$ cat src/rtl/line_buf_wr_ctrl_pkg.sv
`default_nettype none
// ============================================================================
//  Module   : line_buf_wr_ctrl_pkg
//  Brief    : Shared types and helpers for the multi-page line-buffer write
//             controller (FSM encoding, width helpers, line error function).
//  Revision : 1.0 - initial release
// ============================================================================
package line_buf_wr_ctrl_pkg;

    // Write-side FSM: idle until a frame starts, collect pixels, or discard a
    // line that found every page occupied.
    typedef enum logic [1:0] {
        WAIT_FRAME = 2'd0,
        ACTIVE     = 2'd1,
        DROP       = 2'd2
    } lbw_state_t;

    // Number of pages in the ring for a given page index width.
    function automatic int unsigned pages_f(input int unsigned page_w);
        return 32'd1 << page_w;
    endfunction

    // Full DPRAM write address width: {page, pixel index}.
    function automatic int unsigned wr_addr_w_f(input int unsigned addr_w,
                                                input int unsigned page_w);
        return addr_w + page_w;
    endfunction

    // Pixel counter width: one extra bit so a full page (2^addr_w) is
    // representable as a line length.
    function automatic int unsigned len_w_f(input int unsigned addr_w);
        return addr_w + 32'd1;
    endfunction

    // A committed line is bad if any pixel was corrupt or the page overran
    // (both folded into flag), or if its length differs from the expected
    // length when a length check is enabled (line_len != 0).
    function automatic logic line_err_f(input logic        flag,
                                        input int unsigned count,
                                        input int unsigned line_len);
        return flag | ((line_len != 32'd0) && (count != line_len));
    endfunction

endpackage : line_buf_wr_ctrl_pkg
`default_nettype wire

$ cat src/rtl/line_page_ring.sv
`default_nettype none
// ============================================================================
//  Module   : line_page_ring
//  Brief    : Write-page pointer plus committed-page occupancy counter for the
//             line buffer. Commits advance the pointer and occupancy; read-side
//             releases decrement occupancy.
//  Revision : 1.0 - initial release
// ============================================================================
module line_page_ring
    import line_buf_wr_ctrl_pkg::*;
#(
    parameter int unsigned C_PAGE_W = 1
) (
    input  logic                clk,
    input  logic                rst,
    input  logic                i_inc,
    input  logic                i_dec,
    output logic [C_PAGE_W-1:0] o_wr_page,
    output logic [C_PAGE_W:0]   o_occupancy,
    output logic                o_full
);

    logic [C_PAGE_W-1:0] r_wr_page;
    logic [C_PAGE_W:0]   r_occ;
    logic                w_dec_ok;

    // A release with nothing committed is meaningless and is ignored.
    assign w_dec_ok = i_dec && (r_occ != '0);

    // Page pointer wraps naturally because the page count is a power of two.
    always_ff @(posedge clk) begin
        if (rst) begin
            r_wr_page <= '0;
        end else if (i_inc) begin
            r_wr_page <= r_wr_page + 1'b1;
        end
    end

    // Occupancy up/down counter; a simultaneous commit and release cancel.
    always_ff @(posedge clk) begin
        if (rst) begin
            r_occ <= '0;
        end else begin
            case ({i_inc, w_dec_ok})
                2'b10:   r_occ <= r_occ + 1'b1;
                2'b01:   r_occ <= r_occ - 1'b1;
                default: r_occ <= r_occ;
            endcase
        end
    end

    assign o_wr_page   = r_wr_page;
    assign o_occupancy = r_occ;
    assign o_full      = (32'(r_occ) == pages_f(C_PAGE_W));

endmodule : line_page_ring
`default_nettype wire

$ cat src/rtl/line_buf_wr_ctrl.sv
`default_nettype none
// ============================================================================
//  Module   : line_buf_wr_ctrl
//  Brief    : Multi-page line-buffer write controller for the NanEye receive
//             path. Writes deserialized pixels into one of 2^C_PAGE_W DPRAM
//             pages, reports each committed line (page, length, error) and
//             drops lines that arrive while every page is occupied.
//  Revision : 1.0 - initial release
// ============================================================================
module line_buf_wr_ctrl
    import line_buf_wr_ctrl_pkg::*;
#(
    parameter int unsigned C_ADDR_W   = 9,
    parameter int unsigned C_PAGE_W   = 1,
    parameter int unsigned C_DATA_W   = 10,
    parameter int unsigned C_LINE_LEN = 250
) (
    input  logic                         CLOCK,
    input  logic                         RESET,
    input  logic                         PULSE,
    input  logic [C_DATA_W-1:0]          PIXEL_DATA,
    input  logic                         PIXEL_ERROR,
    input  logic                         LINE_SYNC,
    input  logic                         FRAME_SYNC,
    input  logic                         RD_DONE,
    output logic [C_PAGE_W+C_ADDR_W-1:0] DPRAM_WR_ADDR,
    output logic [C_DATA_W-1:0]          DPRAM_WR_DATA,
    output logic                         DPRAM_WE,
    output logic                         LINE_FINISHED,
    output logic [C_PAGE_W-1:0]          LINE_PAGE,
    output logic [C_ADDR_W:0]            LINE_LEN,
    output logic                         LINE_ERR,
    output logic                         OVERFLOW,
    output logic [C_PAGE_W:0]            OCCUPANCY
);

    localparam int unsigned c_wr_addr_w = wr_addr_w_f(C_ADDR_W, C_PAGE_W);
    localparam int unsigned c_len_w     = len_w_f(C_ADDR_W);

    // Page capacity expressed in counter width: 2^C_ADDR_W.
    localparam logic [c_len_w-1:0] c_page_cap = {1'b1, {C_ADDR_W{1'b0}}};
    localparam logic [c_len_w-1:0] c_one      = {{C_ADDR_W{1'b0}}, 1'b1};

    // FSM and line accumulation state
    lbw_state_t              r_state,  w_state_nxt;
    logic [c_len_w-1:0]      r_count,  w_count_nxt;
    logic                    r_err,    w_err_nxt;

    // Line state after accounting for a pixel arriving this cycle
    logic [c_len_w-1:0]      w_pix_count;
    logic                    w_pix_err;

    // Registered outputs and their next values
    logic                    r_we,     w_we_nxt;
    logic [c_wr_addr_w-1:0]  r_addr,   w_addr_nxt;
    logic [C_DATA_W-1:0]     r_data,   w_data_nxt;
    logic                    r_fin,    w_fin_nxt;
    logic [C_PAGE_W-1:0]     r_lpage,  w_lpage_nxt;
    logic [c_len_w-1:0]      r_llen,   w_llen_nxt;
    logic                    r_lerr,   w_lerr_nxt;
    logic                    r_ovf,    w_ovf_nxt;

    // Page ring interface
    logic                    w_commit;
    logic [C_PAGE_W-1:0]     w_wr_page;
    logic [C_PAGE_W:0]       w_occ;
    logic                    w_full;

    line_page_ring #(
        .C_PAGE_W (C_PAGE_W)
    ) u_page_ring (
        .clk         (CLOCK),
        .rst         (RESET),
        .i_inc       (w_commit),
        .i_dec       (RD_DONE),
        .o_wr_page   (w_wr_page),
        .o_occupancy (w_occ),
        .o_full      (w_full)
    );

    // Next-state, pixel write, commit and drop decisions.
    always_comb begin
        w_state_nxt = r_state;
        w_count_nxt = r_count;
        w_err_nxt   = r_err;
        w_pix_count = r_count;
        w_pix_err   = r_err;
        w_we_nxt    = 1'b0;
        w_addr_nxt  = r_addr;
        w_data_nxt  = r_data;
        w_fin_nxt   = 1'b0;
        w_lpage_nxt = r_lpage;
        w_llen_nxt  = r_llen;
        w_lerr_nxt  = r_lerr;
        w_ovf_nxt   = 1'b0;
        w_commit    = 1'b0;

        if (FRAME_SYNC) begin
            // Frame start overrides everything: partial line and any pixel
            // on this cycle are discarded, the write page is kept.
            w_state_nxt = ACTIVE;
            w_count_nxt = '0;
            w_err_nxt   = 1'b0;
        end else begin
            case (r_state)
                WAIT_FRAME: begin
                    // Pixels and line syncs before the first frame are ignored.
                end

                ACTIVE: begin
                    if (PULSE) begin
                        if ((r_count == '0) && w_full) begin
                            // No free page for a new line: discard the line.
                            w_state_nxt = DROP;
                        end else if (r_count < c_page_cap) begin
                            w_we_nxt    = 1'b1;
                            w_addr_nxt  = {w_wr_page, r_count[C_ADDR_W-1:0]};
                            w_data_nxt  = PIXEL_DATA;
                            w_pix_count = r_count + c_one;
                            w_pix_err   = r_err | PIXEL_ERROR;
                        end else begin
                            // Page overrun: pixel lost, count saturates.
                            w_pix_err   = 1'b1;
                        end
                    end

                    w_count_nxt = w_pix_count;
                    w_err_nxt   = w_pix_err;

                    if (LINE_SYNC) begin
                        if (w_state_nxt == DROP) begin
                            // Line began and ended in the same cycle while full.
                            w_state_nxt = ACTIVE;
                            w_ovf_nxt   = 1'b1;
                            w_count_nxt = '0;
                            w_err_nxt   = 1'b0;
                        end else if (w_pix_count != '0) begin
                            // A pixel on this cycle is counted before the commit.
                            w_fin_nxt   = 1'b1;
                            w_lpage_nxt = w_wr_page;
                            w_llen_nxt  = w_pix_count;
                            w_lerr_nxt  = line_err_f(w_pix_err, 32'(w_pix_count),
                                                     C_LINE_LEN);
                            w_commit    = 1'b1;
                            w_count_nxt = '0;
                            w_err_nxt   = 1'b0;
                        end
                    end
                end

                DROP: begin
                    if (LINE_SYNC) begin
                        w_state_nxt = ACTIVE;
                        w_ovf_nxt   = 1'b1;
                        w_count_nxt = '0;
                        w_err_nxt   = 1'b0;
                    end
                end

                default: begin
                    w_state_nxt = WAIT_FRAME;
                end
            endcase
        end
    end

    // State and output registers; reset clears every output and the line.
    always_ff @(posedge CLOCK) begin
        if (RESET) begin
            r_state <= WAIT_FRAME;
            r_count <= '0;
            r_err   <= 1'b0;
            r_we    <= 1'b0;
            r_addr  <= '0;
            r_data  <= '0;
            r_fin   <= 1'b0;
            r_lpage <= '0;
            r_llen  <= '0;
            r_lerr  <= 1'b0;
            r_ovf   <= 1'b0;
        end else begin
            r_state <= w_state_nxt;
            r_count <= w_count_nxt;
            r_err   <= w_err_nxt;
            r_we    <= w_we_nxt;
            r_addr  <= w_addr_nxt;
            r_data  <= w_data_nxt;
            r_fin   <= w_fin_nxt;
            r_lpage <= w_lpage_nxt;
            r_llen  <= w_llen_nxt;
            r_lerr  <= w_lerr_nxt;
            r_ovf   <= w_ovf_nxt;
        end
    end

    assign DPRAM_WE      = r_we;
    assign DPRAM_WR_ADDR = r_addr;
    assign DPRAM_WR_DATA = r_data;
    assign LINE_FINISHED = r_fin;
    assign LINE_PAGE     = r_lpage;
    assign LINE_LEN      = r_llen;
    assign LINE_ERR      = r_lerr;
    assign OVERFLOW      = r_ovf;
    assign OCCUPANCY     = w_occ;

endmodule : line_buf_wr_ctrl
`default_nettype wire

$ cat config.mk
export PLATFORM = sky130hd
export DESIGN_NAME = line_buf_wr_ctrl
export DESIGN_NICKNAME = d
export VERILOG_FILES = /design/src/rtl/line_buf_wr_ctrl_pkg.sv /design/src/rtl/line_page_ring.sv /design/src/rtl/line_buf_wr_ctrl.sv
export SDC_FILE = /design/constraint.sdc
export NUM_CORES = 1
export LEC_CHECK = 0
export ABC_AREA = 1
export ABC_CLOCK_PERIOD_IN_PS = 2900
export CAP_MARGIN = 20
export CORE_ASPECT_RATIO = 0.5
export CORE_UTILIZATION = 51
export DETAILED_ROUTE_END_ITERATION = 12
export PLACE_DENSITY = 0.9
export SYNTH_ARGS = -nofsm -noshare
export SYNTH_HDL_FRONTEND = slang
export SYNTH_SLANG_ARGS = --single-unit
$ cat constraint.sdc
create_clock -name CLOCK -period 2.9 [get_ports CLOCK]
set_input_delay 0.58 -clock CLOCK [delete_from_list [all_inputs] [get_ports CLOCK]]
set_output_delay 0.58 -clock CLOCK [all_outputs]
set_load 0.1 [all_outputs]
==> results.sh <==
export IMPL_worstPathRequired_ns=3.15
export IMPL_drive_gt1_frac=0.228
export IMPL_synth_seq_cells=51
export IMPL_synth_cells=358
export IMPL_tightestPinTransition_ns=0.570
export IMPL_core_mm2=0.00462
export IMPL_syn_area_mm2=0.00257
export IMPL_wl_mm=6.70
export IMPL_cts_max_level=2
export IMPL_ant_nets=0
export IMPL_max_freq_mhz=374
export IMPL_floorplan_initialDensity=0.557
export IMPL_dieArea_mm2=0.00534
export IMPL_cts_num_sinks=51
export IMPL_antenna_found_initial=0
export IMPL_drc=0
export IMPL_final_setup_tns_ns=0
export IMPL_synthToLayoutAreaGrowth_pct=24.8
export IMPL_place_gp_congestion=0.973
export IMPL_clk_pin_slew_ns=0.09
export IMPL_place_ws_ns=0.0839
export IMPL_slew_viol_final=0
export IMPL_die_width_um=102
export IMPL_synth_area_top_cells="dfxtp_1 40%, a21oi_1 8.8%, nand2_1 8.5%"
export IMPL_worst_slack_ns=0.227
export IMPL_leakage_nw=1.34
export IMPL_synth_largest_area_cell="dfxtp_1"
export IMPL_ys_seq_area_frac=0.397
export IMPL_grt_setup_unrepaired="false"
export IMPL_root_buffer="clkbuf_8"
export IMPL_insertion_delay_ns=0.31
export IMPL_grt_pass1_wl_mm=10.3
export IMPL_yosys_warnings=0
export IMPL_cp_max_fo=6
export IMPL_min_delay_start="DPRAM_WR_DATA[9]"
export IMPL_grt_pass1_vias=2144
export IMPL_crit_top_cell="nand2_1"
export IMPL_finish_net_count=434
export IMPL_syn_avg_cell_area_um2=7.18
export IMPL_rrSetupSlack_ns=0.23
export IMPL_syn_nets=381
export IMPL_ys_types=32
export IMPL_reg2reg_from="r_count[0]"
export IMPL_critPathSlowestCell="dfxtp_1"
export IMPL_gr_usage_all_layers=0.257
export IMPL_cap_violations=0
export IMPL_cpPeakStageDelay_ns=0.50
export IMPL_numCtsBuffers=5
export IMPL_final_area_mm2=0.00321
export IMPL_crit_family="simple AND/OR/NAND/NOR gates"
export IMPL_cp_data_arrival_time_ns=2.92
export IMPL_hold_viol_final=0
export IMPL_whs_endpoint="DPRAM_WR_DATA[9]"
export IMPL_placed_area_mm2=0.00309
export IMPL_crit_type="reg2reg"
export IMPL_setup_viol=0
export IMPL_io_buffers=53
export IMPL_hold_path_depth=2
export IMPL_start_kind="flop"
export IMPL_die_height_um=52.2
export IMPL_worst_path_buf_inv=1
export IMPL_p_per_area_mw_per_mm2=468
export IMPL_routedWlPerCell_um=14.0
export IMPL_fin_skew_ns=0.00541
export IMPL_cts_tree="yes"
export IMPL_vias_per_cell=5.42
export IMPL_slew_headroom=0.619
export IMPL_antennaDiodeCount=0
export IMPL_ir_worst_vdd_mv=0.243
export IMPL_io_pins=54
export IMPL_vias=2590
export IMPL_place_hpwl_mm=5.03
export IMPL_fp_row_count=17
export IMPL_crit_chain="ha_1, nand3_1, nand2_1, nand2_1, nand2_1, nand2_1, a21oi_2, nand2_1, nor2_2, nand2_2, nand3_4, ha_1, inv_1, nand2_1, nor2_1, o21ai_0, a21oi_1"
export IMPL_status="completed"
export IMPL_finalCritPeriodShare=0.922
export IMPL_postCtsSetupBuffers=0
export IMPL_first_pass_iters=5
export IMPL_rr_worst_depth=17
export IMPL_clk_path_buf_depth=2
export IMPL_grt_max_degree=29
export IMPL_fin_crit_ns=2.67
export IMPL_cp_end_kind="flop"
export IMPL_grt_overflow_total=0
export IMPL_dr_first_iter_drc_count=103
export IMPL_rr_endpoint="u_page_ring.o_occupancy[1]"
export IMPL_netlist_area_leader_share=0.397
export IMPL_min_delay_path_class="reg2reg"
[cell usage in the layout, fill, tap and decap left out, drive strengths merged, types with 2 or more instances in the layout]
cell type       n
a21oi          51
nand3          19
o21ai          22
o21a            2
ha              6
nor2           29
nand2          70
dfxtp          51
clkinv          3
buf            50
clkbuf          5
nand4          24
inv            54
clkdlybuf4s50  16
[logic make-up after synthesis]
group | Yosys count | synth area share
xor+xnor | 2 | 0.00974
compound gates | 79 | 0.168
fa+ha+maj | 6 | 0.0292
flops | 51 | 0.397
buf+inv | 75 | 0.119
simple gates | 145 | 0.277
[cell type report]
| type | count | area, um2 |
|---|---|---|
| fillers | 366 | 1410 |
| clock buffers | 5 | 68.8 |
| inverters | 55 | 206 |
| multi-input cells | 232 | 1250 |
| clock inverters | 3 | 43.8 |
| flip-flops and latches | 51 | 1020 |
| well taps | 66 | 82.6 |
| repair buffers | 66 | 536 |
[synth_stat cells]
cell	n
a21oi_1	45
a21oi_2	6
a221oi_1	1
a31oi_1	1
buf_1	3
buf_2	4
buf_6	1
buf_8	1
clkbuf_1	11
clkinv_1	1
dfxtp_1	51
ha_1	6
inv_1	49
inv_2	5
nand2_1	58
nand2_2	12
nand3_1	16
nand3_2	2
nand3_4	1
nand3b_1	1
nand4_1	24
nor2_1	24
nor2_2	4
nor2_4	1
nor3_2	1
o211ai_1	1
o21a_1	2
o21ai_0	22
o22ai_1	1
or2_2	1
xnor2_1	1
xor2_2	1
[timing repair]
action / 4_1_cts / 5_1_grt
gates resized for setup: 0 / 2
hold buffers: 0 / 0
endpoints found under the setup margin: 0 / 1
[report_power, final]
| part | switching, mW | internal, mW |
|---|---|---|
| clock | 0.244 | 0.257 |
| combinational | 0.197 | 0.0736 |
| sequential | 0.0125 | 0.717 |
| total | 0.453 | 1.05 |
[flip-flops by register name (all words and copies together), names as in the netlist]
name and cells:
DPRAM_WE 1, LINE_LEN 10, r_err 1, OVERFLOW 1, u_page_ring.o_occupancy 2, DPRAM_WR_DATA 10, LINE_FINISHED 1, LINE_PAGE 1
r_state 2, u_page_ring.o_wr_page 1, LINE_ERR 1, r_count 10, DPRAM_WR_ADDR 10
[tightest hold or removal path, delay by kind of cell (launching register included)]
kind | cells | cell delay [ns]
buffers and inverters | 1 | 0.05
AO/OA/AOI/OAI | 1 | 0.05
flip-flops | 1 | 0.32
[per-stage QoR]
stage | utilization | std cells | power (mW) | hold slack (ns)
5_1_grt | 0.695 | 478 | 1.55 | 0.472
3_3_place_gp | 0.669 | 470 | 1.01 | 0.433
4_1_cts | 0.693 | 478 | 1.50 | 0.456
3_5_place_dp | 0.669 | 470 | 1.01 | 0.441
6_report | 0.695 | 478 | 1.50 | 0.450
2_1_floorplan | - | 358 | 0.940 | 0.445
[layer usage]
metal  GRT usage  vias to the layer above  part of all wire
met2       0.387                      132              0.42
li1            -                     1270                 -
met1       0.358                     1171              0.46
met3      0.0627                       17              0.10
met4      0.0929                        0             0.018
met5           0                        -                 0
[how the worst max path moves through the flow]
stage                                          start                          to  slack (ns)  cells past startpoint
after global placement                         PULSE  u_page_ring.o_occupancy[1]        0.19                     16
after floorplan           u_page_ring.o_occupancy[1]  u_page_ring.o_occupancy[1]        0.07                     16
final                                     r_count[0]  u_page_ring.o_occupancy[1]        0.23                     17
after detailed placement                       PULSE  u_page_ring.o_occupancy[1]        0.08                     17
after global routing                      r_count[0]  u_page_ring.o_occupancy[1]        0.02                     17
after CTS                                 r_count[0]  u_page_ring.o_occupancy[1]        0.21                     16
Note: power is estimated with default switching activity, not from simulation.
